## src/rtl/rs_param.sv

```systemverilog
`default_nettype none
// +--------------------------------------------------------------------------+
// | rs_param : reservation station, multi-CDB wakeup, oldest-first issue     |
// | Rev 1.0                                                                   |
// +--------------------------------------------------------------------------+
module rs_param #(
  parameter int NUM_ENTRIES = 8,
  parameter int NUM_CDB     = 2,
  parameter int PREG_W      = 6,
  parameter int ROB_W       = 5,
  parameter int OP_W        = 32
) (
  input  logic                               clock,
  input  logic                               reset,
  input  logic                               disp_valid,
  output logic                               disp_ready,
  input  logic [PREG_W-1:0]                  disp_t,
  input  logic [PREG_W-1:0]                  disp_t1,
  input  logic [PREG_W-1:0]                  disp_t2,
  input  logic                               disp_t1_ready,
  input  logic                               disp_t2_ready,
  input  logic [ROB_W-1:0]                   disp_rob_idx,
  input  logic [OP_W-1:0]                    disp_payload,
  input  logic [NUM_CDB-1:0]                 cdb_valid,
  input  logic [NUM_CDB*PREG_W-1:0]          cdb_tag,
  output logic                               issue_valid,
  input  logic                               issue_ready,
  output logic [PREG_W-1:0]                  issue_t,
  output logic [PREG_W-1:0]                  issue_t1,
  output logic [PREG_W-1:0]                  issue_t2,
  output logic [ROB_W-1:0]                   issue_rob_idx,
  output logic [OP_W-1:0]                    issue_payload,
  input  logic                               flush,
  output logic [$clog2(NUM_ENTRIES+1)-1:0]   free_count
);

  localparam int IDX_W = $clog2(NUM_ENTRIES);
  localparam int CNT_W = $clog2(NUM_ENTRIES+1);

  logic              valid_q [NUM_ENTRIES];
  logic              valid_d [NUM_ENTRIES];
  logic [PREG_W-1:0] t_q     [NUM_ENTRIES];
  logic [PREG_W-1:0] t_d     [NUM_ENTRIES];
  logic [PREG_W-1:0] t1_q    [NUM_ENTRIES];
  logic [PREG_W-1:0] t1_d    [NUM_ENTRIES];
  logic [PREG_W-1:0] t2_q    [NUM_ENTRIES];
  logic [PREG_W-1:0] t2_d    [NUM_ENTRIES];
  logic              r1_q    [NUM_ENTRIES];
  logic              r1_d    [NUM_ENTRIES];
  logic              r2_q    [NUM_ENTRIES];
  logic              r2_d    [NUM_ENTRIES];
  logic [ROB_W-1:0]  rob_q   [NUM_ENTRIES];
  logic [ROB_W-1:0]  rob_d   [NUM_ENTRIES];
  logic [OP_W-1:0]   pay_q   [NUM_ENTRIES];
  logic [OP_W-1:0]   pay_d   [NUM_ENTRIES];
  logic [IDX_W-1:0]  age_q   [NUM_ENTRIES];
  logic [IDX_W-1:0]  age_d   [NUM_ENTRIES];
  logic [CNT_W-1:0]  free_count_q;
  logic [CNT_W-1:0]  free_count_d;

  logic              sel_found;
  logic [IDX_W-1:0]  sel_idx;
  logic [IDX_W-1:0]  sel_age;
  logic [IDX_W-1:0]  free_idx;
  logic              issue_fire;
  logic              disp_fire;
  logic [CNT_W-1:0]  valid_cnt;
  logic [IDX_W-1:0]  disp_age;

  function automatic logic cdb_hit(input logic [NUM_CDB-1:0]        v,
                                   input logic [NUM_CDB*PREG_W-1:0] tags,
                                   input logic [PREG_W-1:0]         tag);
    logic hit;
    hit = 1'b0;
    for (int k = 0; k < NUM_CDB; k++) begin
      if (v[k] && (tags[k*PREG_W +: PREG_W] == tag)) hit = 1'b1;
    end
    return hit;
  endfunction

  // Ages are unique among valid entries, so a strict less-than scan finds the oldest.
  always_comb begin
    sel_found = 1'b0;
    sel_idx   = '0;
    sel_age   = '0;
    for (int i = 0; i < NUM_ENTRIES; i++) begin
      if (valid_q[i] && r1_q[i] && r2_q[i] && (!sel_found || (age_q[i] < sel_age))) begin
        sel_found = 1'b1;
        sel_idx   = IDX_W'(i);
        sel_age   = age_q[i];
      end
    end
  end

  always_comb begin
    free_idx = '0;
    for (int i = NUM_ENTRIES-1; i >= 0; i--) begin
      if (!valid_q[i]) free_idx = IDX_W'(i);
    end
  end

  assign disp_ready  = (free_count_q != '0);
  assign issue_valid = sel_found;
  assign issue_fire  = sel_found && issue_ready;
  assign disp_fire   = disp_valid && disp_ready && !flush;
  assign valid_cnt   = CNT_W'(NUM_ENTRIES) - free_count_q;
  assign disp_age    = IDX_W'(valid_cnt - CNT_W'(issue_fire));
  assign free_count  = free_count_q;

  assign issue_t       = sel_found ? t_q[sel_idx]   : '0;
  assign issue_t1      = sel_found ? t1_q[sel_idx]  : '0;
  assign issue_t2      = sel_found ? t2_q[sel_idx]  : '0;
  assign issue_rob_idx = sel_found ? rob_q[sel_idx] : '0;
  assign issue_payload = sel_found ? pay_q[sel_idx] : '0;

  always_comb begin
    valid_d = valid_q;
    t_d     = t_q;
    t1_d    = t1_q;
    t2_d    = t2_q;
    r1_d    = r1_q;
    r2_d    = r2_q;
    rob_d   = rob_q;
    pay_d   = pay_q;
    age_d   = age_q;
    for (int i = 0; i < NUM_ENTRIES; i++) begin
      if (valid_q[i]) begin
        if (cdb_hit(cdb_valid, cdb_tag, t1_q[i])) r1_d[i] = 1'b1;
        if (cdb_hit(cdb_valid, cdb_tag, t2_q[i])) r2_d[i] = 1'b1;
        if (issue_fire && (age_q[i] > sel_age)) age_d[i] = age_q[i] - IDX_W'(1);
      end
      if (issue_fire && (IDX_W'(i) == sel_idx)) valid_d[i] = 1'b0;
      if (disp_fire && (IDX_W'(i) == free_idx)) begin
        valid_d[i] = 1'b1;
        t_d[i]     = disp_t;
        t1_d[i]    = disp_t1;
        t2_d[i]    = disp_t2;
        r1_d[i]    = disp_t1_ready | cdb_hit(cdb_valid, cdb_tag, disp_t1);
        r2_d[i]    = disp_t2_ready | cdb_hit(cdb_valid, cdb_tag, disp_t2);
        rob_d[i]   = disp_rob_idx;
        pay_d[i]   = disp_payload;
        age_d[i]   = disp_age;
      end
      if (flush) valid_d[i] = 1'b0;
    end
  end

  always_comb begin
    free_count_d = free_count_q + CNT_W'(issue_fire) - CNT_W'(disp_fire);
    if (flush) free_count_d = CNT_W'(NUM_ENTRIES);
  end

  always_ff @(posedge clock or negedge reset) begin
    if (!reset) begin
      for (int i = 0; i < NUM_ENTRIES; i++) begin
        valid_q[i] <= 1'b0;
        t_q[i]     <= '0;
        t1_q[i]    <= '0;
        t2_q[i]    <= '0;
        r1_q[i]    <= 1'b0;
        r2_q[i]    <= 1'b0;
        rob_q[i]   <= '0;
        pay_q[i]   <= '0;
        age_q[i]   <= '0;
      end
      free_count_q <= CNT_W'(NUM_ENTRIES);
    end else begin
      valid_q      <= valid_d;
      t_q          <= t_d;
      t1_q         <= t1_d;
      t2_q         <= t2_d;
      r1_q         <= r1_d;
      r2_q         <= r2_d;
      rob_q        <= rob_d;
      pay_q        <= pay_d;
      age_q        <= age_d;
      free_count_q <= free_count_d;
    end
  end

endmodule
`default_nettype wire

```

## config.mk

```make
export PLATFORM = sky130hd
export DESIGN_NAME = rs_param
export DESIGN_NICKNAME = d
export VERILOG_FILES = /design/src/rtl/rs_param.sv
export SDC_FILE = /design/constraint.sdc
export NUM_CORES = 1
export LEC_CHECK = 0
export ABC_CLOCK_PERIOD_IN_PS = 18400
export CAP_MARGIN = 20
export CORE_ASPECT_RATIO = 1.1
export CORE_UTILIZATION = 61
export CTS_CLUSTER_DIAMETER = 200
export DETAILED_ROUTE_END_ITERATION = 10
export GPL_TIMING_DRIVEN = 0
export PLACE_DENSITY_LB_ADDON = 0.05
export SLEW_MARGIN = 25
export SYNTH_ARGS = -nofsm -noshare
export SYNTH_HDL_FRONTEND = slang
export SYNTH_SLANG_ARGS = --single-unit
```

## constraint.sdc

```tcl
create_clock -name clock -period 18.4 [get_ports clock]
set_clock_uncertainty 0.15 [all_clocks]
set_input_delay 3.68 -clock clock [delete_from_list [all_inputs] [get_ports clock]]
set_output_delay 3.68 -clock clock [all_outputs]
set_load 0.02 [all_outputs]
```

==> out/qor.csv <==
stage;metric;value;unit
power_and_ir_drop;leakage power;14.0;nW
layout;share of layout cells above drive strength 1;19.5;%
yosys;Synth async-reset ratio;100;%
sta;Final TNS setup;0;ns
sta;Slew Limit Fails;0;
critical_path;Setup crit end kind;output port;
yosys;Synth Instances;2706;
layout;multi-input logic area;14400;um2
global_route;largest net degree at the start of global routing;96;
placement;detailed placer's ending HPWL;63400;um
global_route;first-pass GRT wire length;137000;um
yosys;Post-synth EDFFs;0;
floorplanning;Die Footprint;46200;um2
sta;Max Clock Freq;0.0570;GHz
placement;placed cells;3404;
sta;final worst slack;0.866;ns
run_status;status;completed;
floorplanning;I/O pin cnt;137;
global_route;vias in the first global route;23061;
critical_path;crit path buf inv count;7;
route;DRT iter0 DRCs;2231;
yosys;post-synthesis sequential area ratio;44.5;%
yosys;post-synth cell types;86;
sta;final hold vios;0;
sta;hold slack;0.325;ns
clock_tree;Root Buffer;clkbuf_16;
yosys;Syn Std Cell Area;27700;um2
placement;placed cell areas;29700;um2
critical_path;critical path required time;14.57;ns
route;Routed wire per std cell;25.7;um
layout;Layout Area Growth over Synthesis;13.8;%
clock_tree;clock sink count;492;
worst_hold_path;Hold WC Path Type;flop to flop;
layout;fillers;3302;
layout;Post-Layout Cell Count;3501;
yosys;Top FF cell, synth;dfrtp_1;
sta;unrepaired setup endpoints after global routing;no;
route;Vias/cell;6.54;
power_and_ir_drop;PD cells;104;nW/um2
floorplanning;num rows;81;
yosys;Yosys reg bits;492;
clock_tree;H-tree depth;2;
route;Routed Antenna Nets;0;
critical_path;type of the worst setup path;flop to output port;
yosys;Synth Area per Inst;10.2;um2
critical_path;crit path max-delay cell type;clkdlybuf4s50_1;
critical_path;Worst path max stage delay;0.73;ns
placement;post-placement worst setup slack;0.928;ns
layout;cell area after layout;31500;um2
sta;Slew @ Worst Pin;1.20;ns
clock_tree;CTS buffer count;53;
power_and_ir_drop;Power Total;3.27;mW
sta;final setup vio count;0;
floorplanning;core area;44600;um2
clock_tree;Clock transition at path regs;0.06;ns
global_route;initial antenna violation count;2;
route;post-route DRC violation count;0;
clock_tree;CTS tree;yes;
clock_tree;hold buffer count at cts;0;
critical_path;Startpoint Class;flop;
floorplanning;Initial Util;62.1;%
critical_path;Most Frequent Cell on Critical Path;ha_1;
layout;Final #Nets;3000;
route;Total Wirelength;90100;um
yosys;warnings from Yosys;0;
sta;fin crit period;17.53;ns
critical_path;critical path data arrival time;13.70;ns
sta;Rel. slew slack;18.8;%
placement;I/O Buffers;110;
floorplanning;chip height;225;um
critical_path;Largest delay share family, worst path;compound AO/OA/AOI/OAI gates;
sta;Final period util;95.3;%
critical_path;largest fanout on the critical path;10;
run;maxcap violations;0;
clock_tree;Worst-Skew Late Latency;0.62;ns
global_route;Tot GR Track Use;39.4;%
global_route;total grt overflow;0;
layout;Sequential Area;12300;um2
clock_tree;Clock Tree Buf Depth;3;
floorplanning;Die W;205;um
yosys;syn_nets;2826;
layout;final core occ;70.7;%
placement;gp weighted congestion;0.967;
route;via count;22881;
layout;Antenna diodes;0;
power_and_ir_drop;VDD IR-drop max;0.0936;mV
route;Pre-antenna DRT Iters;6;
## cell usage in the layout, fill, tap and decap left out, types with 7 or more instances in the layout
master,synthesis,layout
o21ai_1,61,62
a21boi_0,21,21
a211oi_1,33,32
buf_1,20,20
nor4_1,12,12
clkbuf_8,0,15
and2_1,95,95
nand4_1,40,40
nand3_1,25,25
buf_6,6,7
dfrtp_1,491,491
clkdlybuf4s50_1,0,109
o22ai_1,16,16
clkinv_2,0,10
buf_2,23,22
ha_1,43,43
o21ai_0,33,32
clkbuf_16,0,53
a31o_2,12,12
a21oi_1,42,42
mux2_2,386,386
inv_1,44,44
or4_1,19,19
o41ai_1,14,12
xnor2_1,123,122
and3_1,51,51
buf_4,6,8
o32ai_1,45,44
nand2_1,344,343
a221oi_1,93,93
xor2_1,108,108
a31oi_1,11,11
a21o_1,9,9
clkbuf_1,159,165
nor2_1,200,198
o211ai_1,9,9
or3_1,7,7
## synthesized netlist by cell type, types with 12 or more instances
library cell | instances | area (um2)
xor2_1 | 108 | 946
or4_1 | 19 | 143
o22ai_1 | 16 | 100
o21ai_0 | 33 | 165
nor4_1 | 12 | 75.1
a21oi_1 | 42 | 210
o32ai_1 | 45 | 394
nand2_1 | 344 | 1290
clkbuf_1 | 159 | 597
a221oi_1 | 93 | 815
mux2_2 | 386 | 4350
nor2_1 | 200 | 751
a211oi_1 | 33 | 248
and2_1 | 95 | 594
ha_1 | 43 | 538
a21boi_0 | 21 | 158
inv_1 | 44 | 165
and3_1 | 51 | 319
xnor2_1 | 123 | 1080
dfrtp_1 | 491 | 12300
a31o_2 | 12 | 105
o21ai_1 | 61 | 305
buf_2 | 23 | 115
o41ai_1 | 14 | 123
nand3_1 | 25 | 125
buf_1 | 20 | 75.1
nand4_1 | 40 | 250
## cell type report
type	instances	area share, %
plain buffers	214	2.88
clock buffers	79	4.99
clock inverters	16	0.544
inverters	45	0.536
multi-input cells	1955	45.6
flip-flops and latches	492	39.1
well taps	581	2.31
repair buffers	119	4.12
## where the power goes
| group | total (mW) | switching [mW] | internal, mW |
|---|---|---|---|
| clock | 1.08 | 0.461 | 0.619 |
| sequential | 1.42 | 0.148 | 1.28 |
| combinational | 0.763 | 0.392 | 0.371 |
| total | 3.27 | 1.00 | 2.26 |
## worst reg2reg max path: cells and delay by family, from the launching register on
family,cells,cell delay [ns]
buf+inv,5,0.56
mux,3,0.91
compound gates,21,4.64
xor+xnor,1,0.17
fa+ha+maj,9,2.60
flops,1,0.36
simple gates,20,3.70
## sequential cells by signal, indices dropped and copies added (netlist names)
name	flops
r1_q	8
valid_q	8
t2_q	48
pay_q	256
r2_q	8
t_q	48
free_count	4
rob_q	40
age_q	24
t1_q	48
## cell families (layout without fill, tap and decap cells)
kind of cell / Yosys count / after routing / share of synthesized area, %
AO/OA/AOI/OAI: 460 / 460 / 12.4
AND/OR/NAND/NOR: 823 / 823 / 13.8
flip-flops: 492 / 492 / 44.5
XOR/XNOR: 231 / 231 / 7.31
adder cells (fa/ha/maj): 50 / 50 / 2.25
buffers and inverters: 259 / 473 / 3.86
multiplexers: 391 / 391 / 15.9
## final timing paths
check / depth (start not counted) / slack, ns / startpoint / endpoint
worst max-delay path: 56 / 0.87 / r1_q[7] / issue_t[5]
worst min-delay path: 2 / 0.33 / pay_q[111] / pay_q[111]
worst max register to register: 59 / 5.19 / r1_q[7] / age_q[23]
worst min register to register: 2 / 0.33 / pay_q[111] / pay_q[111]
max in group asynchronous: 4 / 13.88 / reset / pay_q[165]
min in group asynchronous: 1 / 2.81 / reset / age_q[6]
## per-layer routing
layer | vias to the layer above | wire length, um | global-route usage, %
met2 | 1126 | 43500 | 64.8
li1 | 9975 | - | -
met5 | - | 29 | 0
met4 | 4 | 4410 | 19.9
met3 | 255 | 7490 | 8.30
met1 | 11521 | 34700 | 49.0
## what timing repair did
item                                    CTS  global route
endpoints found under the setup margin    0            55
buffers inserted                          0             2
resized for setup                         0            15
Note: power is estimated with default switching activity, not from simulation.
